===== config.mk =====
export PLATFORM = sky130hd
export DESIGN_NAME = chunked_serial_adder
export DESIGN_NICKNAME = d
export VERILOG_FILES = /design/src/rtl/chunked_serial_adder.sv
export SDC_FILE = /design/constraint.sdc
export NUM_CORES = 1
export LEC_CHECK = 0
export CELL_PAD_IN_SITES_DETAIL_PLACEMENT = 0
export CELL_PAD_IN_SITES_GLOBAL_PLACEMENT = 1
export CORE_MARGIN = 8
export CORE_UTILIZATION = 35
export CTS_CLUSTER_DIAMETER = 50
export DETAILED_ROUTE_END_ITERATION = 10
export GPL_ROUTABILITY_DRIVEN = 0
export PLACE_DENSITY_LB_ADDON = 0.1
export SLEW_MARGIN = 20
export SYNTH_ARGS = -nofsm -noshare
export SYNTH_HDL_FRONTEND = slang
export SYNTH_SLANG_ARGS = --single-unit

===== constraint.sdc =====
create_clock -name clk -period 2.1 [get_ports clk]
set_input_delay 0.42 -clock clk [delete_from_list [all_inputs] [get_ports clk]]
set_output_delay 0.42 -clock clk [all_outputs]
set_load 0.005 [all_outputs]

===== src/rtl/chunked_serial_adder.sv =====
`default_nettype none
// ============================================================================
// Module      : chunked_serial_adder
// Description : Multi-cycle WIDTH-bit adder/subtractor. Processes CHUNK bits
//               per clock, rippling the carry between chunks in a register.
//               Produces sum plus carry-out, signed-overflow and zero flags
//               behind a start/done handshake.
// Ports       : clk, reset (sync, active-high)
//               start, sub, a, b, cin  - request and operands, sampled with
//                                        start in IDLE or DONE
//               busy                   - high while chunks are being processed
//               done                   - one-cycle result-valid pulse
//               sum, cout, overflow,
//               zero                   - result and flags, updated only on the
//                                        edge entering DONE
// Revision    : 1.0 - initial release
// ============================================================================
module chunked_serial_adder #(
    parameter int WIDTH = 64,
    parameter int CHUNK = 8
) (
    input  logic             clk,
    input  logic             reset,
    input  logic             start,
    input  logic             sub,
    input  logic [WIDTH-1:0] a,
    input  logic [WIDTH-1:0] b,
    input  logic             cin,
    output logic             busy,
    output logic             done,
    output logic [WIDTH-1:0] sum,
    output logic             cout,
    output logic             overflow,
    output logic             zero
);

    localparam int              C_N    = WIDTH / CHUNK;
    localparam int              C_IW   = (C_N > 1) ? $clog2(C_N) : 1;
    localparam logic [C_IW-1:0] C_LAST = C_IW'(C_N - 1);
    localparam logic [C_IW-1:0] C_ONE  = C_IW'(1);

    localparam logic [1:0] S_IDLE = 2'd0;
    localparam logic [1:0] S_RUN  = 2'd1;
    localparam logic [1:0] S_DONE = 2'd2;

    logic [1:0]       r_state;
    logic [1:0]       w_state_next;
    logic [WIDTH-1:0] r_a;
    logic [WIDTH-1:0] r_b;
    logic [WIDTH-1:0] r_acc;
    logic             r_carry;
    logic [C_IW-1:0]  r_idx;

    logic             w_accept;
    logic             w_last;
    logic [CHUNK:0]   w_chunk_res;
    logic [WIDTH-1:0] w_acc_next;
    logic             w_carry_msb;

    // ------------------------------------------------------------------------
    // Chunk datapath. Operands are shifted right each RUN cycle so the active
    // chunk always sits in the low CHUNK bits; the accumulator shifts in from
    // the top, so after N cycles chunk idx lands at bits [idx*CHUNK +: CHUNK].
    // ------------------------------------------------------------------------
    always_comb begin
        w_accept    = start && ((r_state == S_IDLE) || (r_state == S_DONE));
        w_last      = (r_state == S_RUN) && (r_idx == C_LAST);
        w_chunk_res = {1'b0, r_a[CHUNK-1:0]} + {1'b0, r_b[CHUNK-1:0]}
                    + {{CHUNK{1'b0}}, r_carry};
        w_acc_next  = (r_acc >> CHUNK)
                    | (WIDTH'(w_chunk_res[CHUNK-1:0]) << (WIDTH - CHUNK));
        // On the last chunk the top bit of the chunk is operand bit WIDTH-1;
        // sum = a ^ b ^ carry_in, so the carry into the MSB falls out directly.
        w_carry_msb = r_a[CHUNK-1] ^ r_b[CHUNK-1] ^ w_chunk_res[CHUNK-1];
    end

    // ------------------------------------------------------------------------
    // Control FSM
    // ------------------------------------------------------------------------
    always_ff @(posedge clk) begin
        if (reset) begin
            r_state <= S_IDLE;
        end else begin
            r_state <= w_state_next;
        end
    end

    always_comb begin
        w_state_next = r_state;
        busy         = 1'b0;
        done         = 1'b0;
        case (r_state)
            S_IDLE: begin
                if (start) begin
                    w_state_next = S_RUN;
                end
            end
            S_RUN: begin
                busy = 1'b1;
                if (w_last) begin
                    w_state_next = S_DONE;
                end
            end
            S_DONE: begin
                done         = 1'b1;
                w_state_next = start ? S_RUN : S_IDLE;
            end
            default: begin
                w_state_next = S_IDLE;
            end
        endcase
    end

    // ------------------------------------------------------------------------
    // Operand, accumulator and result registers
    // ------------------------------------------------------------------------
    always_ff @(posedge clk) begin
        if (reset) begin
            r_a      <= '0;
            r_b      <= '0;
            r_acc    <= '0;
            r_carry  <= 1'b0;
            r_idx    <= '0;
            sum      <= '0;
            cout     <= 1'b0;
            overflow <= 1'b0;
            zero     <= 1'b0;
        end else if (w_accept) begin
            // Subtraction is A + ~B + 1; the +1 rides in on the carry.
            r_a     <= a;
            r_b     <= b ^ {WIDTH{sub}};
            r_carry <= cin ^ sub;
            r_idx   <= '0;
        end else if (r_state == S_RUN) begin
            r_a     <= r_a >> CHUNK;
            r_b     <= r_b >> CHUNK;
            r_acc   <= w_acc_next;
            r_carry <= w_chunk_res[CHUNK];
            r_idx   <= r_idx + C_ONE;
            if (w_last) begin
                sum      <= w_acc_next;
                cout     <= w_chunk_res[CHUNK];
                overflow <= w_carry_msb ^ w_chunk_res[CHUNK];
                zero     <= (w_acc_next == '0);
            end
        end
    end

endmodule
`default_nettype wire


==> results of run 1 <==
-- registers in the layout, summed over array words and instances (netlist names), 2 cells and up --
| name | cells |
|---|---|
| sum | 64 |
| r_a | 64 |
| r_state | 2 |
| r_idx | 3 |
| r_acc | 56 |
| r_b | 64 |
-- power groups by stage --
stage | clock network [µW] | registers (µW) | logic (µW)
6_report | 5940 | 5220 | 1380
3_5_place_dp | 0 | 5320 | 1360
4_1_cts | 6090 | 5220 | 1370
2_1_floorplan | 0 | 5270 | 784
5_1_grt | 6340 | 5240 | 1520
3_3_place_gp | 0 | 5320 | 1360
-- cell families (layout without fill, tap and decap cells) --
family,count (synthesis),count (layout),share of synthesized area
adder cells (fa/ha/maj),11,11,0.0147
multiplexers,2,2,0.00193
AND/OR/NAND/NOR,412,412,0.160
AO/OA/AOI/OAI,377,377,0.218
buffers and inverters,109,305,0.0449
flip-flops,257,257,0.497
XOR/XNOR,74,74,0.0633
-- what timing repair did --
action	4_1_cts	5_1_grt
hold buffers	0	0
gates resized for setup	4	13
setup endpoints to repair	2	12
pin swaps	0	2
hold endpoints to repair	0	0
buffers inserted	0	1
-- path summary, 6_finish.rpt --
path                start   endpoint
setup / recovery  r_carry       zero
hold / removal      reset  r_acc[16]
setup reg to reg  r_carry       zero
hold reg to reg   sum[32]    sum[32]
-- stage by stage --
| step | setup slack (ns) | power [µW] | instance area (µm²) | TNS (ns) |
|---|---|---|---|---|
| 6_report | -0.0362 | 12500 | 14200 | -0.0362 |
| 4_1_cts | -0.0390 | 12700 | 14100 | -0.0390 |
| 2_1_floorplan | 0.0857 | 6060 | 10400 | 0 |
| 3_5_place_dp | -0.149 | 6690 | 12900 | -0.149 |
| 5_1_grt | -0.235 | 13100 | 14200 | -0.336 |
| 3_3_place_gp | -0.0941 | 6680 | 12900 | -0.0941 |
-- final cells by class --
class	instances	area, µm²
Fill cell	2879	15200
Sequential cell	257	5150
Multi-Input combinational cell	876	4840
Timing Repair Buffer	239	2480
Clock buffer	53	1090
Tap cell	390	488
Clock inverter	8	101
Inverter	5	23.8
-- layer usage --
layer | vias to the layer above | share of wire
li1 | 4602 | -
met3 | 57 | 0.058
met2 | 206 | 0.48
met1 | 4184 | 0.44
met4 | 6 | 0.023
met5 | - | 0.0013
-- critical path: cells and delay by family (launching register included) --
kind	cells	cell delay [ns]
AOI/OAI and AO/OA	1	0.16
DFF	1	0.34
and+or+nand+nor	4	0.76
xor gates and xnor gates	1	0.16
adders and majority gates	2	0.61
buffers and inverters	1	0.04
-- placed cells by master (no fill, tap or decap), types with 3 or more instances in the layout --
| cell | netlist | routed |
|---|---|---|
| sky130_fd_sc_hd__buf_4 | 2 | 24 |
| sky130_fd_sc_hd__clkinv_2 | 0 | 3 |
| sky130_fd_sc_hd__nor4_1 | 11 | 10 |
| sky130_fd_sc_hd__dfxtp_1 | 257 | 253 |
| sky130_fd_sc_hd__nand2_1 | 350 | 349 |
| sky130_fd_sc_hd__a22oi_1 | 129 | 129 |
| sky130_fd_sc_hd__nor4_2 | 4 | 5 |
| sky130_fd_sc_hd__xnor2_1 | 5 | 5 |
| sky130_fd_sc_hd__a21oi_1 | 235 | 234 |
| sky130_fd_sc_hd__dfxtp_2 | 0 | 4 |
| sky130_fd_sc_hd__nor3_1 | 5 | 5 |
| sky130_fd_sc_hd__clkbuf_8 | 0 | 11 |
| sky130_fd_sc_hd__buf_12 | 0 | 15 |
| sky130_fd_sc_hd__inv_1 | 4 | 3 |
| sky130_fd_sc_hd__clkbuf_1 | 53 | 6 |
| sky130_fd_sc_hd__nand4_1 | 3 | 3 |
| sky130_fd_sc_hd__ha_1 | 9 | 9 |
| sky130_fd_sc_hd__xor2_1 | 68 | 68 |
| sky130_fd_sc_hd__clkbuf_16 | 0 | 37 |
| sky130_fd_sc_hd__clkdlybuf4s50_1 | 0 | 198 |
| sky130_fd_sc_hd__nor2_1 | 28 | 27 |
==> parameters.txt, run 1 <==
Parameter                              Value

Logic synthesis
  Netlist area before placement    10400 µm²
  Fraction of the yosys area taken by sequential cells    0.497
  Share of Yosys cell area claimed by the top area cell type    0.497
  Post-synthesis average cell area    8.34 µm²
  Commonest cells in the synthesized netlist    sky130_fd_sc_hd__nand2_1 (350), sky130_fd_sc_hd__dfxtp_1 (257), sky130_fd_sc_hd__a21oi_1 (235), sky130_fd_sc_hd__a22oi_1 (129), sky130_fd_sc_hd__xor2_1 (68)
  Largest area contributor in the synthesized netlist    sky130_fd_sc_hd__dfxtp_1
  Synthesis Warnings    0
  Number of flops mapped to enable cells by yosys    0
  Cell variety after synth    39
  Largest cells by area after synthesis    sky130_fd_sc_hd__dfxtp_1 (50%), sky130_fd_sc_hd__nand2_1 (13%), sky130_fd_sc_hd__a21oi_1 (11%), sky130_fd_sc_hd__a22oi_1 (9.4%), sky130_fd_sc_hd__xor2_1 (5.8%)
  Cell count after synthesis    1242
  Asr flop ratio synth    0
  Number of storage elements in the synthesis netlist    257
  Top-count cell post-synth    sky130_fd_sc_hd__nand2_1
  Syn Nets    1386
  Dominant register cell in the synthesized netlist    sky130_fd_sc_hd__dfxtp_1

Die
  Vert. Die Dim    188 µm
  Number of placed I/O pins    202
  CORE AREA    29400 µm²
  Total die area    35300 µm²
  Starting Density    0.352
  Num rows    63
  Die outline width    188 µm

Finish
  Diodes inserted    0
  End-of-flow core utilization    0.482
  Layout cells sized above 1    0.0848
  Cell Count, Final, Fillers Out    1828
  Final #Nets    1558
  Area overhead of the layout relative to synthesis    36.9%

Critical path
  Slack of the worst reg-to-reg path    -0.04 ns
  Biggest fanout along the worst timing path    2
  Type of the worst setup path    flip-flop to flip-flop
  Reg2Reg Depth    9
  Delay of the slowest cell on the worst path    0.40 ns
  Most repeated library cell on the critical path    sky130_fd_sc_hd__nor4_2
  Cells traversed along the worst timing path    fa_2 > inv_2 > fa_1 > xnor2_1 > nand4b_1 > nor4_2 > nand3b_1 > nor4_2 > a32o_1
  Kind of capture point of the worst setup path    flip-flop
  Kind of launch point of the worst setup path    flip-flop
  Cell with the biggest individual delay on the critical path    sky130_fd_sc_hd__fa_1
  Endpoint arrival time on the critical path    2.58 ns
  Critical path required time    2.54 ns

Power and ir drop
  Clock power frac    0.473
  Internal power consumption    9530 µW
  Proportion of power drawn by combinational gates    0.110
  Max IR drop VDD    0.000470 V
  Areal power density over the cells    885 nW/µm²
  Net switching share of the total power    0.240
  Static leakage    0.00501 µW
  Switching power of the nets    3000 µW
  Share of total power in sequential cells    0.417

Status
  Run status    finished with violations
  Violated checks    setup timing

Timing
  Time the worst path needs with I/O delays and setup    2.14 ns
  Fmax    468 MHz
  Period Utilization, post-route    1.02
  Worst-case clock skew    0.0164 ns
  Slew at the pin closest to its max-slew limit    0.613 ns
  Final Max Tran Viols    0
  Hold violation total from the final report    0
  Slew headroom    0.591
  RSZ-0062 raised after global routing    true
  Final setup margin    -0.0362 ns
  Setup violation total in the final timing report    1
  Hold Slack    0.332 ns

Global route
  Vias in the first global route    9075
  GRT met1 Usage    0.215
  Total grt overflow    0
  Maximum number of pins on one net before global-route repair    91
  Met2 usage in global routing    0.283
  Antenna violations before repair    3
  Wire length of the first global-routing pass    49900 µm
  Total track usage    0.171
  GRT busiest layer    met2
  Met3 capacity usage during global routing    0.0457

Route
  Average wire per cell in the routed design    17.0 µm
  DR vias/cell    4.95
  DRC    0
  Detailed-router iteration count before antenna repair    5
  Final Routed Wirelength    31200 µm
  Post-DRT Antenna Nets    0
  Drt first-iter violations    638
  Total via count after detailed routing    9055

Clock tree
  Worst-case clock buffer depth    3
  Total CTS buffers    35
  Root buffer selected by CTS    sky130_fd_sc_hd__clkbuf_16
  Insertion delay of the later-clocked pin in the worst-skew pair    0.50 ns
  TritonCTS clock tree    yes
  Clock slew seen by the registers of the worst setup and hold paths    0.06 ns
  Maximum level of the CTS H-tree    2
  Clock sink count    257

Placement
  IO Port Bufs    201
  DP Wirelength    21100 µm
  Inst Count DP    1766

Worst hold path
  Instance count along the most critical hold path    2
  Path type of the worst min-delay path    primary input to flip-flop

Run
  Number of max-capacitance violations reported    0
No activity file was read; power rests on OpenSTA's default activity.
==> inputs of run 2 (changes only) <==
--- a/config.mk
+++ b/config.mk
@@ -10,6 +10,7 @@
 export CORE_MARGIN = 8
 export CORE_UTILIZATION = 35
 export CTS_CLUSTER_DIAMETER = 50
+export CTS_CLUSTER_SIZE = 12
 export DETAILED_ROUTE_END_ITERATION = 10
 export GPL_ROUTABILITY_DRIVEN = 0
 export PLACE_DENSITY_LB_ADDON = 0.1
==> run 2 against run 1 <==
Against the previous run: the run still ends with setup timing left; utilization is 0.13 points lower; flip-flop and latch count stayed put; combinational power hardly changed; register-to-register slack hardly changed; first-iteration DRC count is 2.0% higher; critical path depth stayed put; largest cell class unchanged; highest routed layer unchanged.
==> parameters.txt, run 2 (synthesis results as in run 1) <==
Parameter                              Value

Timing
  Slew headroom    0.593 (+0.00147)
  Slew at the pin closest to its max-slew limit    0.611 ns (-0.00221 ns)
  Period Utilization, post-route    1.02 (+0.00236)
  Final Max Tran Viols    0 (unchanged)
  Setup violation total in the final timing report    1 (unchanged)
  Time the worst path needs with I/O delays and setup    2.14 ns (+0.00496 ns)
  Final setup margin    -0.0411 ns (-0.00496 ns)
  Setup TNS    -0.0411 ns (-0.00496 ns)
  Hold violation total from the final report    0 (unchanged)
  RSZ-0062 raised after global routing    true
  Fmax    467 MHz (-0.23%)
  Worst-case clock skew    0.0137 ns (-0.00270 ns)

Critical path
  Slack of the worst reg-to-reg path    -0.04 ns (about the same)
  Type of the worst setup path    flip-flop to flip-flop
  Biggest fanout along the worst timing path    2 (unchanged)
  Critical path required time    2.54 ns (about the same)
  Kind of launch point of the worst setup path    flip-flop
  Endpoint arrival time on the critical path    2.58 ns (about the same)
  Cells traversed along the worst timing path    fa_2 > inv_2 > fa_1 > xnor2_1 > nand4b_1 > nor4_2 > nand3b_1 > nor4_2 > a32o_1
  Most repeated library cell on the critical path    sky130_fd_sc_hd__nor4_2
  Delay of the slowest cell on the worst path    0.40 ns (about the same)
  Kind of capture point of the worst setup path    flip-flop
  Cell with the biggest individual delay on the critical path    sky130_fd_sc_hd__fa_1
  Origin of the critical flop-to-flop path    r_a[0]
  Reg2Reg Depth    9 (unchanged)
  FF-to-FF End    zero

Worst hold path
  Path type of the worst min-delay path    primary input to flip-flop
  Worst hold path endpoint    r_acc[16]
  Instance count along the most critical hold path    2 (unchanged)
  Hold Crit Start    reset

Clock tree
  Insertion delay of the later-clocked pin in the worst-skew pair    0.50 ns (about the same)
  Total CTS buffers    35 (unchanged)
  Hold buffer count at CTS    0 (unchanged)
  Maximum level of the CTS H-tree    2 (unchanged)
  Clock sink count    257 (unchanged)
  Worst-case clock buffer depth    3 (unchanged)
  Clock slew seen by the registers of the worst setup and hold paths    0.06 ns (about the same)
  Root buffer selected by CTS    sky130_fd_sc_hd__clkbuf_16
  TritonCTS clock tree    yes

Route
  Post-DRT Antenna Nets    0 (unchanged)
  Total via count after detailed routing    9025 (-0.33%)
  DRC    0 (unchanged)
  Drt first-iter violations    651 (+2.0%)
  DR vias/cell    4.94 (-0.22%)
  Final Routed Wirelength    31100 µm (about the same)
  Average wire per cell in the routed design    17.1 µm (about the same)
  Detailed-router iteration count before antenna repair    5 (unchanged)

Finish
  End-of-flow core utilization    0.481 (-0.00132)
  Final #Nets    1558 (unchanged)
  Commonest non-fill, non-tap cell in the layout    sky130_fd_sc_hd__nand2_1
  Post-layout instance area    14100 µm² (-0.27%)
  Diodes inserted    0 (unchanged)
  Area of combinational cells with multiple inputs    4830 µm² (-0.21%)
  Highest-count cells in the layout ignoring fill and taps    sky130_fd_sc_hd__nand2_1 (349), sky130_fd_sc_hd__dfxtp_1 (253), sky130_fd_sc_hd__a21oi_1 (234)
  Layout cells sized above 1    0.0829 (-0.00197)
  Number of filler cells placed in the layout    2885 (+0.21%)
  Area overhead of the layout relative to synthesis    36.5%
  Sequential cell area in the final layout    5150 µm² (unchanged)
  Registers with the most flip-flops    r_a (64), r_b (64), sum (64)

Power and ir drop
  Overall power    12500 µW (-0.44%)
  Share of total power in sequential cells    0.418 (about the same)
  Max IR drop VDD    0.000465 V (-0.97%)
  Areal power density over the cells    883 nW/µm² (-0.16%)
  Proportion of power drawn by combinational gates    0.110 (about the same)
  Static leakage    0.00499 µW (-0.34%)
  Net switching share of the total power    0.242 (+0.00275)
  Internal power consumption    9460 µW (-0.80%)
  Clock power frac    0.472 (about the same)
  Switching power of the nets    3020 µW (+0.71%)

Run
  Number of max-capacitance violations reported    0 (unchanged)

Die
  Num rows    63 (unchanged)
  Die outline width    188 µm (unchanged)
  Vert. Die Dim    188 µm (unchanged)
  CORE AREA    29400 µm² (unchanged)
  Number of placed I/O pins    202 (unchanged)
  Starting Density    0.352 (unchanged)
  Total die area    35300 µm² (unchanged)

Global route
  Total track usage    0.171 (about the same)
  Antenna violations before repair    3 (unchanged)
  Vias in the first global route    9076 (+0.011%)
  Total grt overflow    0 (unchanged)
  Maximum number of pins on one net before global-route repair    91 (unchanged)
  Wire length of the first global-routing pass    49900 µm (about the same)

Placement
  Instance area at placement    12900 µm² (unchanged)
  Worst-case setup slack after placement    -0.149 ns (unchanged)
  DP Wirelength    21100 µm (unchanged)
  IO Port Bufs    201 (unchanged)

Status
  Run status    finished with violations
  Violated checks    setup timing
run 2: cell types whose count changed in the layout (fill, tap and decap cells not counted), sizes merged:
cell	delta
clkbuf	-5
inv	+2
bufinv	+1
run 2: per-stage QoR:
stage | hold WS (ns) | instances
2_1_floorplan | 0.437 | 1242
5_1_grt | 0.326 | 1826
4_1_cts | 0.311 | 1825
6_report | 0.329 | 1826
3_3_place_gp | 0.442 | 1766
3_5_place_dp | 0.446 | 1766
run 2: area by class of cell:
class | instances | area share
multi-input combinational | 876 | 0.342
clock buffer | 48 | 0.0713
tap | 390 | 0.0345
timing repair buffer | 239 | 0.176
clock inverter | 11 | 0.0107
inverter | 5 | 0.00168
sequential | 257 | 0.364
run 2: power by group through the flow:
stage / Clock, µW / Combinational [µW] / Sequential [µW]
final: 5890 / 1370 / 5220
after global routing: 6280 / 1520 / 5240
after CTS: 6070 / 1370 / 5220
after detailed placement: 0 / 1360 / 5320
after global placement: 0 / 1360 / 5320
after floorplan: 0 / 784 / 5270
run 2: repair_timing:
action,in CTS,in global routing
resized for setup,4,12
pin swaps,0,1
endpoints found under the setup margin,2,12
buffers inserted,0,1
run 2: layer usage:
metal	up-vias	track usage	wire, µm	part of all wire
li1	4602	-	-	-
met1	4165	0.214	13600	0.44
met2	200	0.283	15000	0.48
met3	52	0.0453	1770	0.057
met4	6	0.0479	691	0.022
met5	-	0	41	0.0013
run 2: critical path, delay by kind of cell (launching register included):
kind / cells / cell delay [ns]
compound gates: 1 / 0.16
xor+xnor: 1 / 0.16
fa+ha+maj: 2 / 0.62
buf+inv: 1 / 0.04
flops: 1 / 0.34
simple gates: 4 / 0.76
run 2: worst max-delay path by stage:
stage	startpoint	to	slack, ns	cells after the start
2_1_floorplan	r_a[0]	zero	0.09	9
3_3_place_gp	r_carry	zero	-0.09	9
3_5_place_dp	r_carry	zero	-0.15	9
4_1_cts	r_carry	zero	-0.05	9
5_1_grt	r_a[0]	zero	-0.24	9
6_report	r_a[0]	zero	-0.04	9
==> inputs of run 3 (changes only) <==
--- a/config.mk
+++ b/config.mk
@@ -5,10 +5,11 @@
 export SDC_FILE = /design/constraint.sdc
 export NUM_CORES = 1
 export LEC_CHECK = 0
+export ABC_AREA = 1
 export CELL_PAD_IN_SITES_DETAIL_PLACEMENT = 0
 export CELL_PAD_IN_SITES_GLOBAL_PLACEMENT = 1
 export CORE_MARGIN = 8
-export CORE_UTILIZATION = 35
+export CORE_UTILIZATION = 34
 export CTS_CLUSTER_DIAMETER = 50
 export CTS_CLUSTER_SIZE = 12
 export DETAILED_ROUTE_END_ITERATION = 10
==> run 3 against run 2 <==
Against the previous run: the run now ends clean; power grew 3.1%; synthesized area is 2.1% higher; combinational power grew 7%; clock power is 3% higher; via count is 6.3% higher; clock-buffer cell count fell by 4; fmax rose by 5.9%; cell area increased by 0.66%; wire length increased by 3.9%; flip-flop and latch count unchanged; sequential share of layout area decreased by 0.24 points; final cell count increased by 9.1%; highest routed layer unchanged.
==> parameters.txt, run 3 <==
Parameter                              Value

Status
  Run status    finished clean

Timing
  Period Utilization, post-route    0.963 (-0.0570)
  Final Max Tran Viols    0 (unchanged)
  Setup violation total in the final timing report    0 (-1)
  Slew at the pin closest to its max-slew limit    0.761 ns (+0.150 ns)
  Time the worst path needs with I/O delays and setup    2.02 ns (-0.120 ns)
  Setup TNS    0 ns (+0.0411 ns)
  Fmax    495 MHz (+5.9%)
  RSZ-0062 raised after global routing    false
  Slew headroom    0.493 (-0.0997)
  Worst-case clock skew    0.0109 ns (-0.00275 ns)
  Hold violation total from the final report    0 (unchanged)

Logic synthesis
  Number of flops mapped to enable cells by yosys    0 (unchanged)
  Netlist area before placement    10600 µm² (+2.1%)
  Synthesis Warnings    0 (unchanged)
  Cell variety after synth    28 (-28%)
  Share of Yosys cell area claimed by the top area cell type    0.487 (-0.0103)
  Number of storage elements in the synthesis netlist    257 (unchanged)
  Largest area contributor in the synthesized netlist    sky130_fd_sc_hd__dfxtp_1
  Fraction of the yosys area taken by sequential cells    0.487 (-0.0103)
  Dominant register cell in the synthesized netlist    sky130_fd_sc_hd__dfxtp_1
  Syn Nets    1546 (+12%)
  Post-synthesis average cell area    7.54 µm² (-9.5%)
  Top-count cell post-synth    sky130_fd_sc_hd__nand2_1
  Largest cells by area after synthesis    sky130_fd_sc_hd__dfxtp_1 (49%), sky130_fd_sc_hd__nand2_1 (15%), sky130_fd_sc_hd__a31oi_1 (6.6%), sky130_fd_sc_hd__nor2_1 (5.0%), sky130_fd_sc_hd__xor2_1 (4.9%)
  Asr flop ratio synth    0 (unchanged)
  Commonest cells in the synthesized netlist    sky130_fd_sc_hd__nand2_1 (434), sky130_fd_sc_hd__dfxtp_1 (257), sky130_fd_sc_hd__nor2_1 (140), sky130_fd_sc_hd__a31oi_1 (112), sky130_fd_sc_hd__o21ai_0 (88)
  Cell count after synthesis    1402 (+13%)

Placement
  DP Wirelength    22400 µm (+6.4%)
  Inst Count DP    1928 (+9.2%)
  IO Port Bufs    201 (unchanged)

Route
  Total via count after detailed routing    9594 (+6.3%)
  Detailed-router iteration count before antenna repair    4 (-1)
  Final Routed Wirelength    32400 µm (+3.9%)
  DRC    0 (unchanged)
  DR vias/cell    4.82 (-2.6%)
  Post-DRT Antenna Nets    0 (unchanged)
  Average wire per cell in the routed design    16.2 µm (-4.7%)
  Drt first-iter violations    543 (-17%)

Die
  Starting Density    0.346 (-0.00647)
  CORE AREA    30600 µm² (+4.0%)
  Total die area    37000 µm² (+4.7%)
  Die outline width    192 µm (+2.3%)
  Vert. Die Dim    192 µm (+2.3%)
  Number of placed I/O pins    202 (unchanged)
  Num rows    64 (+1.6%)

Run
  Number of max-capacitance violations reported    0 (unchanged)

Critical path
  Kind of launch point of the worst setup path    flip-flop
  Type of the worst setup path    flip-flop to primary output
  Kind of capture point of the worst setup path    primary output
  Critical path required time    1.68 ns (-0.86 ns)
  Biggest fanout along the worst timing path    2 (unchanged)
  Endpoint arrival time on the critical path    1.60 ns (-0.98 ns)

Clock tree
  Root buffer selected by CTS    sky130_fd_sc_hd__clkbuf_16
  Insertion delay of the later-clocked pin in the worst-skew pair    0.50 ns (about the same)
  Clock slew seen by the registers of the worst setup and hold paths    0.05 ns (about the same)
  Hold buffer count at CTS    0 (unchanged)
  Worst-case clock buffer depth    3 (unchanged)
  Clock sink count    257 (unchanged)
  Total CTS buffers    36 (+2.9%)
  Maximum level of the CTS H-tree    2 (unchanged)
  TritonCTS clock tree    yes

Finish
  Cell Count, Final, Fillers Out    1992 (+9.1%)
  Area overhead of the layout relative to synthesis    34.5%
  Highest-count cells in the layout ignoring fill and taps    sky130_fd_sc_hd__nand2_1 (431), sky130_fd_sc_hd__dfxtp_1 (253), sky130_fd_sc_hd__clkdlybuf4s50_1 (198)
  Number of filler cells placed in the layout    3173 (+10%)
  Registers with the most flip-flops    r_a (64), r_b (64), sum (64)
  Layout cells sized above 1    0.0721 (-0.0108)
  End-of-flow core utilization    0.465 (-0.0156)
  Commonest non-fill, non-tap cell in the layout    sky130_fd_sc_hd__nand2_1
  Final #Nets    1714 (+10%)
  Diodes inserted    0 (unchanged)

Power and ir drop
  Max IR drop VDD    0.000568 V (+22%)
  Static leakage    0.00553 µW (+11%)
  Areal power density over the cells    904 nW/µm² (+2.4%)

Global route
  Maximum number of pins on one net before global-route repair    106 (+16%)
  Wire length of the first global-routing pass    51700 µm (+3.6%)
  Antenna violations before repair    10 (+7)
  Vias in the first global route    9436 (+4.0%)
  Total grt overflow    0 (unchanged)
  Total track usage    0.172 (+0.00124)

Worst hold path
  Path type of the worst min-delay path    primary input to flip-flop
## run 3: changes by cell type in the layout (fill, tap and decap cells not counted), moves of 19 or more
cell                      before  now
sky130_fd_sc_hd__nor2_1       27  139
sky130_fd_sc_hd__a22oi_1     129    0
sky130_fd_sc_hd__nand2_1     349  431
sky130_fd_sc_hd__inv_1         3   49
sky130_fd_sc_hd__nand3_1       0   33
sky130_fd_sc_hd__o21ai_1       1   20
sky130_fd_sc_hd__a31oi_1       0  112
sky130_fd_sc_hd__a21oi_1     234   62
sky130_fd_sc_hd__o21ai_0       1   88
## run 3: logic make-up after synthesis
| kind of cell | synth area share |
|---|---|
| and+or+nand+nor | 0.226 |
| adders and majority gates | 0.0144 |
| buffers and inverters | 0.0625 |
| xor gates and xnor gates | 0.0513 |
| AOI/OAI and AO/OA | 0.159 |
| DFF | 0.487 |
## run 3: metal layers
layer,track usage,up-vias,routed length [µm]
li1,-,4939,-
met4,0.0400,20,471
met2,0.266,186,14400
met3,0.0551,58,2250
met1,0.229,4391,15100
met5,0,-,130
## run 3: per-stage QoR
stage / total power (µW) / cell area, µm² / setup WS (ns) / hold slack (ns)
5_1_grt: 13500 / 14200 / 0.0235 / 0.266
3_3_place_gp: 6940 / 13000 / 0.169 / 0.449
6_report: 12900 / 14200 / 0.0786 / 0.271
2_1_floorplan: 6290 / 10600 / 0.314 / 0.441
3_5_place_dp: 6940 / 13000 / 0.128 / 0.453
4_1_cts: 13000 / 14200 / 0.0343 / 0.239
## run 3: power by group
| part | internal, µW | leakage (µW) | switching, µW | total [µW] |
|---|---|---|---|---|
| combinational | 645 | 0.00285 | 811 | 1460 |
| sequential | 5170 | 0.00210 | 209 | 5370 |
| clock | 3740 | 0.000578 | 2290 | 6040 |
## run 3: critical path: stages (launching register included)
cell	delay, ns
sky130_fd_sc_hd__dfxtp_1	0.31
sky130_fd_sc_hd__inv_1	0.07
sky130_fd_sc_hd__nor2_1	0.17
sky130_fd_sc_hd__clkdlybuf4s50_1	0.55
## run 3: path summary, 6_finish.rpt
check / from / end / slack [ns] / cells past startpoint
setup / recovery: r_state[1] / done / 0.08 / 3
hold / removal: reset / sum[6] / 0.27 / 2
setup reg to reg: r_a[0] / zero / 0.14 / 11
hold reg to reg: r_a[62] / r_a[62] / 0.46 / 2
## run 3: cell type report
type                       instances  area [µm²]  area share
multi-input combinational        988        4810       0.338
timing repair buffer             231        2360       0.166
clock buffer                      44         982      0.0690
tap                              396         495      0.0348
clock inverter                    20         216      0.0152
inverter                          56         218      0.0153
sequential                       257        5150       0.362
## run 3: timing repair
item,CTS,global route
pin swaps,0,2
gates cloned,0,0
buffers inserted,0,0
gates resized for setup,4,12
endpoints found under the setup margin,1,5
